### src/rtl/pd_pwr_seq_gen.sv
// Power-domain control sequencer. Walks NUM_CTRL control lines one at a time
// toward an off or on target with a programmable spacing between steps.
// Supports per-step skip mask, mid-sequence reversal and a done pulse.
module pd_pwr_seq_gen #(
  parameter int                  NUM_CTRL = 5,
  parameter int                  DLY_W    = 4,
  parameter logic [NUM_CTRL-1:0] RST_VAL  = 5'b11001,
  localparam int                 IDX_W    = (NUM_CTRL > 1) ? $clog2(NUM_CTRL) : 1
) (
  input  logic                i_aon_clk,
  input  logic                i_soc_pwr_on_rst,
  input  logic                i_off_req,
  input  logic                i_on_req,
  input  logic [NUM_CTRL-1:0] i_off_tgt,
  input  logic [NUM_CTRL-1:0] i_on_tgt,
  input  logic [NUM_CTRL-1:0] i_step_en,
  input  logic [DLY_W-1:0]    i_off_delay,
  input  logic [DLY_W-1:0]    i_on_delay,
  output logic [NUM_CTRL-1:0] o_ctrl,
  output logic [1:0]          o_state,
  output logic                o_busy,
  output logic                o_done,
  output logic [IDX_W-1:0]    o_step_idx
);

  typedef enum logic [1:0] {
    IDLE_ON  = 2'b00,
    SEQ_OFF  = 2'b01,
    IDLE_OFF = 2'b10,
    SEQ_ON   = 2'b11
  } state_e;

  state_e              state_q, state_d;
  logic [NUM_CTRL-1:0] ctrl_q, ctrl_d;
  logic [NUM_CTRL-1:0] tgt_q, tgt_d;    // target of the running direction
  logic [NUM_CTRL-1:0] pend_q, pend_d;  // steps still to apply
  logic [NUM_CTRL-1:0] appl_q, appl_d;  // steps applied in this direction
  logic [DLY_W-1:0]    dly_q, dly_d;    // latched effective step spacing
  logic [DLY_W-1:0]    cnt_q, cnt_d;    // cycles left until next step
  logic                done_q, done_d;
  logic [IDX_W-1:0]    step_idx_q, step_idx_d;

  logic [DLY_W-1:0]    off_dly_eff;
  logic [DLY_W-1:0]    on_dly_eff;
  logic [IDX_W-1:0]    cur_idx;

  // Lowest set bit: the next step of an off sequence (ascending order).
  function automatic logic [IDX_W-1:0] lo_idx(input logic [NUM_CTRL-1:0] v);
    lo_idx = '0;
    for (int i = NUM_CTRL - 1; i >= 0; i--) begin
      if (v[i]) lo_idx = IDX_W'(i);
    end
  endfunction

  // Highest set bit: the next step of an on sequence (descending order).
  function automatic logic [IDX_W-1:0] hi_idx(input logic [NUM_CTRL-1:0] v);
    hi_idx = '0;
    for (int i = 0; i < NUM_CTRL; i++) begin
      if (v[i]) hi_idx = IDX_W'(i);
    end
  endfunction

  // A programmed delay of zero still spaces steps by one cycle.
  assign off_dly_eff = (i_off_delay == '0) ? DLY_W'(1) : i_off_delay;
  assign on_dly_eff  = (i_on_delay == '0) ? DLY_W'(1) : i_on_delay;

  // Next-state logic: start, reversal, step application and completion.
  always_comb begin
    state_d = state_q;
    ctrl_d  = ctrl_q;
    tgt_d   = tgt_q;
    pend_d  = pend_q;
    appl_d  = appl_q;
    dly_d   = dly_q;
    cnt_d   = cnt_q;
    done_d  = 1'b0;
    cur_idx = (state_q == SEQ_OFF) ? lo_idx(pend_q) : hi_idx(pend_q);

    unique case (state_q)
      IDLE_ON: begin
        if (i_off_req) begin
          state_d = SEQ_OFF;
          tgt_d   = i_off_tgt;
          pend_d  = i_step_en;
          appl_d  = '0;
          dly_d   = off_dly_eff;
          cnt_d   = off_dly_eff;
        end
      end
      IDLE_OFF: begin
        if (i_on_req) begin
          state_d = SEQ_ON;
          tgt_d   = i_on_tgt;
          pend_d  = i_step_en;
          appl_d  = '0;
          dly_d   = on_dly_eff;
          cnt_d   = on_dly_eff;
        end
      end
      SEQ_OFF, SEQ_ON: begin
        if (pend_q == '0) begin
          // Nothing to do (empty mask or reversal with no applied steps).
          state_d = (state_q == SEQ_OFF) ? IDLE_OFF : IDLE_ON;
          done_d  = 1'b1;
          cnt_d   = '0;
        end else if ((state_q == SEQ_OFF) && i_on_req) begin
          // Undo only what this direction already applied, newest first.
          state_d = SEQ_ON;
          tgt_d   = i_on_tgt;
          pend_d  = appl_q & i_step_en;
          appl_d  = '0;
          dly_d   = on_dly_eff;
          cnt_d   = on_dly_eff;
        end else if ((state_q == SEQ_ON) && i_off_req) begin
          state_d = SEQ_OFF;
          tgt_d   = i_off_tgt;
          pend_d  = appl_q & i_step_en;
          appl_d  = '0;
          dly_d   = off_dly_eff;
          cnt_d   = off_dly_eff;
        end else if (cnt_q == DLY_W'(1)) begin
          ctrl_d[cur_idx] = tgt_q[cur_idx];
          pend_d[cur_idx] = 1'b0;
          appl_d[cur_idx] = 1'b1;
          cnt_d           = dly_q;
          if (pend_d == '0) begin
            state_d = (state_q == SEQ_OFF) ? IDLE_OFF : IDLE_ON;
            done_d  = 1'b1;
            cnt_d   = '0;
          end
        end else begin
          cnt_d = cnt_q - DLY_W'(1);
        end
      end
    endcase

    if (state_d == SEQ_OFF) begin
      step_idx_d = lo_idx(pend_d);
    end else if (state_d == SEQ_ON) begin
      step_idx_d = hi_idx(pend_d);
    end else begin
      step_idx_d = '0;
    end
  end

  // State and output registers; reset overrides any request or sequence.
  always_ff @(posedge i_aon_clk) begin
    if (i_soc_pwr_on_rst) begin
      state_q    <= IDLE_ON;
      ctrl_q     <= RST_VAL;
      tgt_q      <= '0;
      pend_q     <= '0;
      appl_q     <= '0;
      dly_q      <= DLY_W'(1);
      cnt_q      <= '0;
      done_q     <= 1'b0;
      step_idx_q <= '0;
    end else begin
      state_q    <= state_d;
      ctrl_q     <= ctrl_d;
      tgt_q      <= tgt_d;
      pend_q     <= pend_d;
      appl_q     <= appl_d;
      dly_q      <= dly_d;
      cnt_q      <= cnt_d;
      done_q     <= done_d;
      step_idx_q <= step_idx_d;
    end
  end

  assign o_ctrl     = ctrl_q;
  assign o_state    = state_q;
  assign o_busy     = (state_q == SEQ_OFF) || (state_q == SEQ_ON);
  assign o_done     = done_q;
  assign o_step_idx = step_idx_q;

endmodule

### config.mk
export PLATFORM = sky130hd
export DESIGN_NAME = pd_pwr_seq_gen
export DESIGN_NICKNAME = d
export VERILOG_FILES = /design/src/rtl/pd_pwr_seq_gen.sv
export SDC_FILE = /design/constraint.sdc
export NUM_CORES = 1
export LEC_CHECK = 0
export BUFFER_PORTS_ARGS = -buffer_cell sky130_fd_sc_hd__buf_2
export CORE_MARGIN = 2
export CORE_UTILIZATION = 45
export CTS_CLUSTER_DIAMETER = 80
export DETAILED_ROUTE_END_ITERATION = 8
export HOLD_SLACK_MARGIN = 0.12
export MAX_ROUTING_LAYER = met4
export PLACE_DENSITY = 0.67
export SYNTH_ARGS = -nofsm -noshare
export SYNTH_HDL_FRONTEND = slang
export SYNTH_SLANG_ARGS = --single-unit
### constraint.sdc
create_clock -name i_aon_clk -period 2.6 [get_ports i_aon_clk]
set_input_delay 0.65 -clock i_aon_clk [delete_from_list [all_inputs] [get_ports i_aon_clk]]
set_output_delay 0.65 -clock i_aon_clk [all_outputs]
set_load 0.05 [all_outputs]
# Word level (Yosys, flattened, before mapping)
# Index checks and enable logic that the tools add are counted.
# W data, S select, Z words.
[classes] n_div=0 n_eq_ne=11 n_addsub=1 mul=0 reduce_logical=15 magnitude_cmp=2 shift=0 n_bitwise=8 muxes=74
[ops] operator="$mux W5" count=17
[ops] operator="$mux W3" count=19
[ops] operator="$mux W4" count=12
[ops] operator="$pmux W5 S3" count=3
[ops] operator="$pmux W4 S3" count=2
[ops] operator="$mux W2" count=8
[ops] operator="$and A5 B5 Y5" count=2
[ops] operator="$logic_not A5 Y1" count=2
[ops] operator="$mux W1" count=9
[ops] operator="$logic_not A4 Y1" count=2
[ops] operator="$reduce_and A4 Y1" count=2
[ops] operator="$eq A2 B2 Y1 const B" count=3
[ops] operator="$ne A2 B2 Y1 const B" count=3
[ops] operator="$pmux W2 S3" count=1
[ops] operator="$bwmux W5" count=1
[ops] operator="$not A5 Y5" count=1
[ops] operator="$or A5 B5 Y5" count=1
[ops] operator="$reduce_and A5 Y1" count=1
[ops] operator="$eq A2 B1 Y1 const B" count=2
[ops] operator="$eq A4 B1 Y1 const B" count=1
[ops] operator="$lt A3 B4 Y1 const B" count=1
[ops] operator="$ne A4 B4 Y1 const B" count=1
[ops] operator="$not A1 Y1" count=4
[ops] operator="$reduce_or A2 Y1" count=2
[ops] operator="other kinds (9)" count=11
[totals] memories=0 latchBits=0 wordCells=120 ram_bits=0 output_inout_bits=12 mem_bits_ro=0 register_bits=34

# Depth between registers and ports, before layout
[depth] word_depth=23 ltp_mapped=10 mapped_depth_nobuf=9

# Worst setup path after synthesis
# OpenSTA, ideal clock, no wires.
[synth_timing] kind="reg-to-reg" start="register state_q[0], in the netlist o_state[0]" end="register step_idx_q[0], in the netlist o_step_idx[0]" period_less_slack_ns=2.603 stages_incl_launch_ff=8 arrival_ns=2.542 slack_ns=-0.003 path_cell_list="dfxtp_1 -> clkbuf_1 -> nor2b_1 -> mux2_2 -> a211o_1 -> a31o_1 -> a2111oi_0 -> nand2b_1"
[synth_between] elab_chain_cells=19 elab_cells_between_ends=42
[synth_rtl] item="start: declaration" line_no="33" text="state_e state_q, state_d;"
[synth_rtl] item="start signal: assignment" line_no="159" text="state_q <= state_d;"
[synth_rtl] item="$eq A2 B1 Y1"
[synth_rtl] item="$mux W3" line_no="77" text="cur_idx = (state_q == SEQ_OFF) ? lo_idx(pend_q) : hi_idx(pend_q);"
[synth_rtl] item="$lt A3 B4 Y1 (implied by the code) or $ge A3 B1 Y1 (tied branches)" line_no="123" text="pend_d[cur_idx] = 1'b0;"
[synth_rtl] item="$logic_and A1 B1 Y1 (implied by the code)" line_no="123"
[synth_rtl] item="$mux W1 (implied by the code)" line_no="123"
[synth_rtl] item="$demux W1 S3" line_no="123"
[synth_rtl] item="$not A5 Y5 (no line)"
[synth_rtl] item="$and A5 B5 Y5 (no line)"
[synth_rtl] item="$mux W5" line_no="121" text="end else if (cnt_q == DLY_W'(1)) begin"
[synth_rtl] item="$mux W5" line_no="114" text="end else if ((state_q == SEQ_ON) && i_off_req) begin"
[synth_rtl] item="$mux W5" line_no="106" text="end else if ((state_q == SEQ_OFF) && i_on_req) begin"
[synth_rtl] item="$mux W5" line_no="101" text="if (pend_q == '0) begin"
[synth_rtl] item="$pmux W5 S3" line_no="79" text="unique case (state_q)"
[synth_rtl] item="$mux W1" line_no="59" text="if (v[i]) hi_idx = IDX_W'(i);"
[synth_rtl] item="$mux W3 (3 in a row)" line_no="59"
[synth_rtl] item="$mux W3" line_no="139" text="end else if (state_d == SEQ_ON) begin"
[synth_rtl] item="$mux W3 *" line_no="137" text="if (state_d == SEQ_OFF) begin"
[synth_rtl] item="end signal: assignment" line_no="167" text="step_idx_q <= step_idx_d;"
[synth_rtl] item="end: declaration" line_no="41" text="logic [IDX_W-1:0] step_idx_q, step_idx_d;"
# Mark *: on every way between the ends. The rest lies on a longest branch, timed or not.
# A chain may end at the register's enable or synchronous reset.

# Worst setup path in the final report
[layout_timing] start="register pend_q[4]" end="register step_idx_q[0], in the netlist o_step_idx[0]"
[layout_between] elab_chain_cells=23 elab_cells_between_ends=41
[layout_rtl] item="start: declaration" line_no="36" text="logic [NUM_CTRL-1:0] pend_q, pend_d;"
[layout_rtl] item="start signal: assignment" line_no="162" text="pend_q <= pend_d;"
[layout_rtl] item="$mux W3 (5 in a row)" line_no="51" text="if (v[i]) lo_idx = IDX_W'(i);"
[layout_rtl] item="$mux W3" line_no="77"
[layout_rtl] item="$lt A3 B4 Y1 (implied by the code) or $ge A3 B1 Y1 (tied branches)" line_no="123"
[layout_rtl] item="$logic_and A1 B1 Y1 (implied by the code)" line_no="123"
[layout_rtl] item="$mux W1 (implied by the code)" line_no="123"
[layout_rtl] item="$demux W1 S3" line_no="123"
[layout_rtl] item="$not A5 Y5 (no line)"
[layout_rtl] item="$and A5 B5 Y5 (no line)"
[layout_rtl] item="$mux W5" line_no="121"
[layout_rtl] item="$mux W5" line_no="114"
[layout_rtl] item="$mux W5" line_no="106"
[layout_rtl] item="$mux W5" line_no="101"
[layout_rtl] item="$pmux W5 S3" line_no="79"
[layout_rtl] item="$mux W1" line_no="59"
[layout_rtl] item="$mux W3 (3 in a row)" line_no="59"
[layout_rtl] item="$mux W3" line_no="139"
[layout_rtl] item="$mux W3 *" line_no="137"
# Marked as above.

==> summary.txt <==
Status
  – Status: finished clean

Logic synthesis
  – Syn nets: 314
  – Top-area cell type share of the netlist area: 0.306
  – Top area cells in the synthesized netlist: dfxtp_1 (31%), mux2i_1 (9.4%), nor2_1 (6.1%)
  – EDFF count, synth: 0
  – Synth async-reset ratio: 0
  – Distinct cell type count after synthesis: 58
  – Warning count from the yosys run: 0
  – Cell count after synthesis: 285
  – Main flop type after synthesis: dfxtp_1
  – Biggest area consumer among synthesized cells: dfxtp_1
  – Syn Area/Cell: 7.81 sq um
  – Cell area after synthesis: 2220 sq um
  – Sequential area share after synthesis: 0.306
  – Yosys reg bits: 34

Floorplanning
  – Starting Density: 0.468
  – Core Box Area: 4750 sq um
  – # IOs: 39
  – Die Ht: 74.3 um
  – Die W: 74.3 um
  – Die area: 5520 sq um
  – Site row count: 25

Clocking
  – Root Driver: clkbuf_8
  – CTS clock-pin slew for the worst setup and hold paths: 0.08 ns
  – TritonCTS Sinks: 34
  – Clock Path Buffers: 2
  – CTS tree: built
  – Hold_buf cts: 0
  – Clk_lat worst skew: 0.29 ns
  – CTS buffer count: 5
  – Htree depth: 2

Power and ir drop
  – Power Dens Cells: 951 nW/um^2
  – Power, Total: 0.00258 W
  – Max VDD drop: 423 uV
  – Pleak: 1.09 nW

Layout
  – Design Area, Final: 2720 sq um
  – Fin nets: 355
  – Commonest non-fill, non-tap cell in the layout: buf_2
  – Ant. Diodes: 0
  – Final core utilization: 0.571
  – Most frequent cells in the layout: buf_2 (38), nor2_1 (36), dfxtp_1 (31)
  – Share of layout cells above drive strength 1: 0.245
  – Synth-to-layout area growth: 22.0%

Placed design
  – Port bufs: 38
  – Placement Cell Area: 2530 sq um
  – Routability Congestion: 0.931
  – Post-DP HPWL: 4450 um

Global routing
  – Largest net degree at the start of global routing: 22
  – Global-route wire length before repair: 10,600 um
  – Vias in the first global route: 2,151
  – Gr ovfl total: 0
  – Antenna violations before repair: 0
  – GRT Total Usage: 0.261

Critical path
  – Worst path most repeated cell: nand2b_1
  – R2R setup slack: 0.14 ns
  – Worst Path Max Fanout: 10
  – Worst setup SP type: flop
  – Worst path max stage delay: 0.65 ns
  – Buf/Inv on CP: 1
  – Reg-to-Reg Start: pend_q[4]
  – Critical Path Source: pend_q[4]
  – Critical Path Slowest Stage Cell: dfxtp_1
  – R2R Path End: o_step_idx[0]
  – Crit-path cells: clkinv_1 -> a311oi_2 -> a311o_1 -> nand2b_1 -> a2111oi_1 -> nand2b_1
  – Critical Path AT: 2.69 ns
  – FF-to-FF path depth: 6
  – Crit. path cell count: 6
  – Critical path endpoint: o_step_idx[0]
  – Required @ worst endpoint: 2.83 ns
  – Crit end category: flop
  – Worst setup path class: reg2reg
  – Top Family by Delay on Critical Path: compound AO/OA/AOI/OAI gates

Route
  – Initial drt markers: 259
  – Via/cell ratio: 5.94
  – DRT Pass-1 Iters: 7
  – Via count: 2,340
  – Antenna Violating Nets Remaining: 0
  – Final WL: 6450 um
  – Routed WL per cell: 16.4 um
  – DR DRC count: 0

Flow run
  – Max-Cap Viols: 0

STA
  – TNS Setup: 0 ns
  – Pins Over Slew Limit: 0
  – F_max: 406 MHz
  – Max_slew headroom: 0.590
  – Worst hold margin: 0.490 ns
  – Final hold vios: 0
  – Worst Skew: 0.00582 ns
  – Slew of the pin with the lowest slew margin: 0.598 ns
  – Final period util: 0.946
  – Setup Viol. Count Final: 0
  – Final min period: 2.46 ns

Hold path
  – Hold Startpoint: o_ctrl[4]
  – Hold Path Class: reg2reg
-- flip-flops by register name, indices dropped and copies added, names as in the netlist --
| signal | cells |
|---|---|
| pend_q | 5 |
| tgt_q | 5 |
| cnt_q | 4 |
| o_state | 2 |
| o_done | 1 |
| o_step_idx | 3 |
| appl_q | 5 |
| o_ctrl | 5 |
| dly_q | 4 |
-- cell families (layout without fill, tap and decap cells) --
family / after synthesis / in the layout / synth area share
AOI/OAI and AO/OA: 77 / 77 / 0.238
buffers and inverters: 32 / 74 / 0.0596
DFF: 34 / 34 / 0.306
xor gates and xnor gates: 1 / 1 / 0.00394
adders and majority gates: 3 / 3 / 0.0157
and+or+nand+nor: 114 / 114 / 0.267
muxes: 24 / 24 / 0.110
-- final cells by class --
type                            count  area (sq um)
Fill cell                         452          2040
Multi-Input combinational cell    219          1450
Sequential cell                    34           684
Timing Repair Buffer               56           325
Tap cell                           67          83.8
Clock buffer                        5          68.8
Clock inverter                      3          68.8
Inverter                           10          37.5
-- layer usage --
| layer | vias up | global-route usage | wire [um] |
|---|---|---|---|
| met5 | - | - | 0 |
| met4 | 0 | 0.0952 | 202 |
| met3 | 30 | 0.0501 | 514 |
| met2 | 122 | 0.382 | 2850 |
| met1 | 1059 | 0.359 | 2880 |
| li1 | 1129 | - | - |
-- power breakdown --
part / leakage [nW] / switching (W) / internal [W]
logic: 0.737 / 0.000749 / 0.000509
clock network: 0.0683 / 0.000212 / 0.000384
registers: 0.280 / 0.000106 / 0.000621
total: 1.09 / 0.00107 / 0.00151
-- worst min-delay path: stages, from the launching register on --
cell      delay, ns
dfxtp_1        0.33
mux2i_1        0.06
nand2b_1       0.07
-- stage by stage --
stage,worst slack [ns],std cells
global route,-0.0283,394
detailed placement,0.121,385
finish,0.140,394
floorplan,0.160,285
CTS,0.0596,393
global placement,0.168,385
-- worst min path at each step --
stage	cells after the start	endpoint	slack (ns)
2_1_floorplan	2	tgt_q[4]	0.48
5_1_grt	2	o_ctrl[4]	0.51
4_1_cts	2	o_ctrl[4]	0.48
6_report	2	o_ctrl[4]	0.49
3_3_place_gp	2	o_ctrl[4]	0.46
3_5_place_dp	2	o_ctrl[4]	0.46
-- cell usage after synthesis, drive strengths merged (3+ instances only) --
cell,number
or2,4
o21ai,11
buf,8
a311oi,3
a21oi,24
nand2b,5
nand3,6
a211oi,13
nor2,36
a211o,3
nand2,13
mux2i,21
dfxtp,34
nor2b,11
o311ai,3
nor3,21
a31oi,4
and2,3
a2111oi,5
inv,9
clkbuf,14
mux2,3
-- repair_timing --
action / CTS / global route
setup buffers: 0 / 1
hold endpoints to repair: 0 / 0
resized for setup: 0 / 8
setup endpoints to repair: 0 / 5
Note: power is estimated with default switching activity, not from simulation.
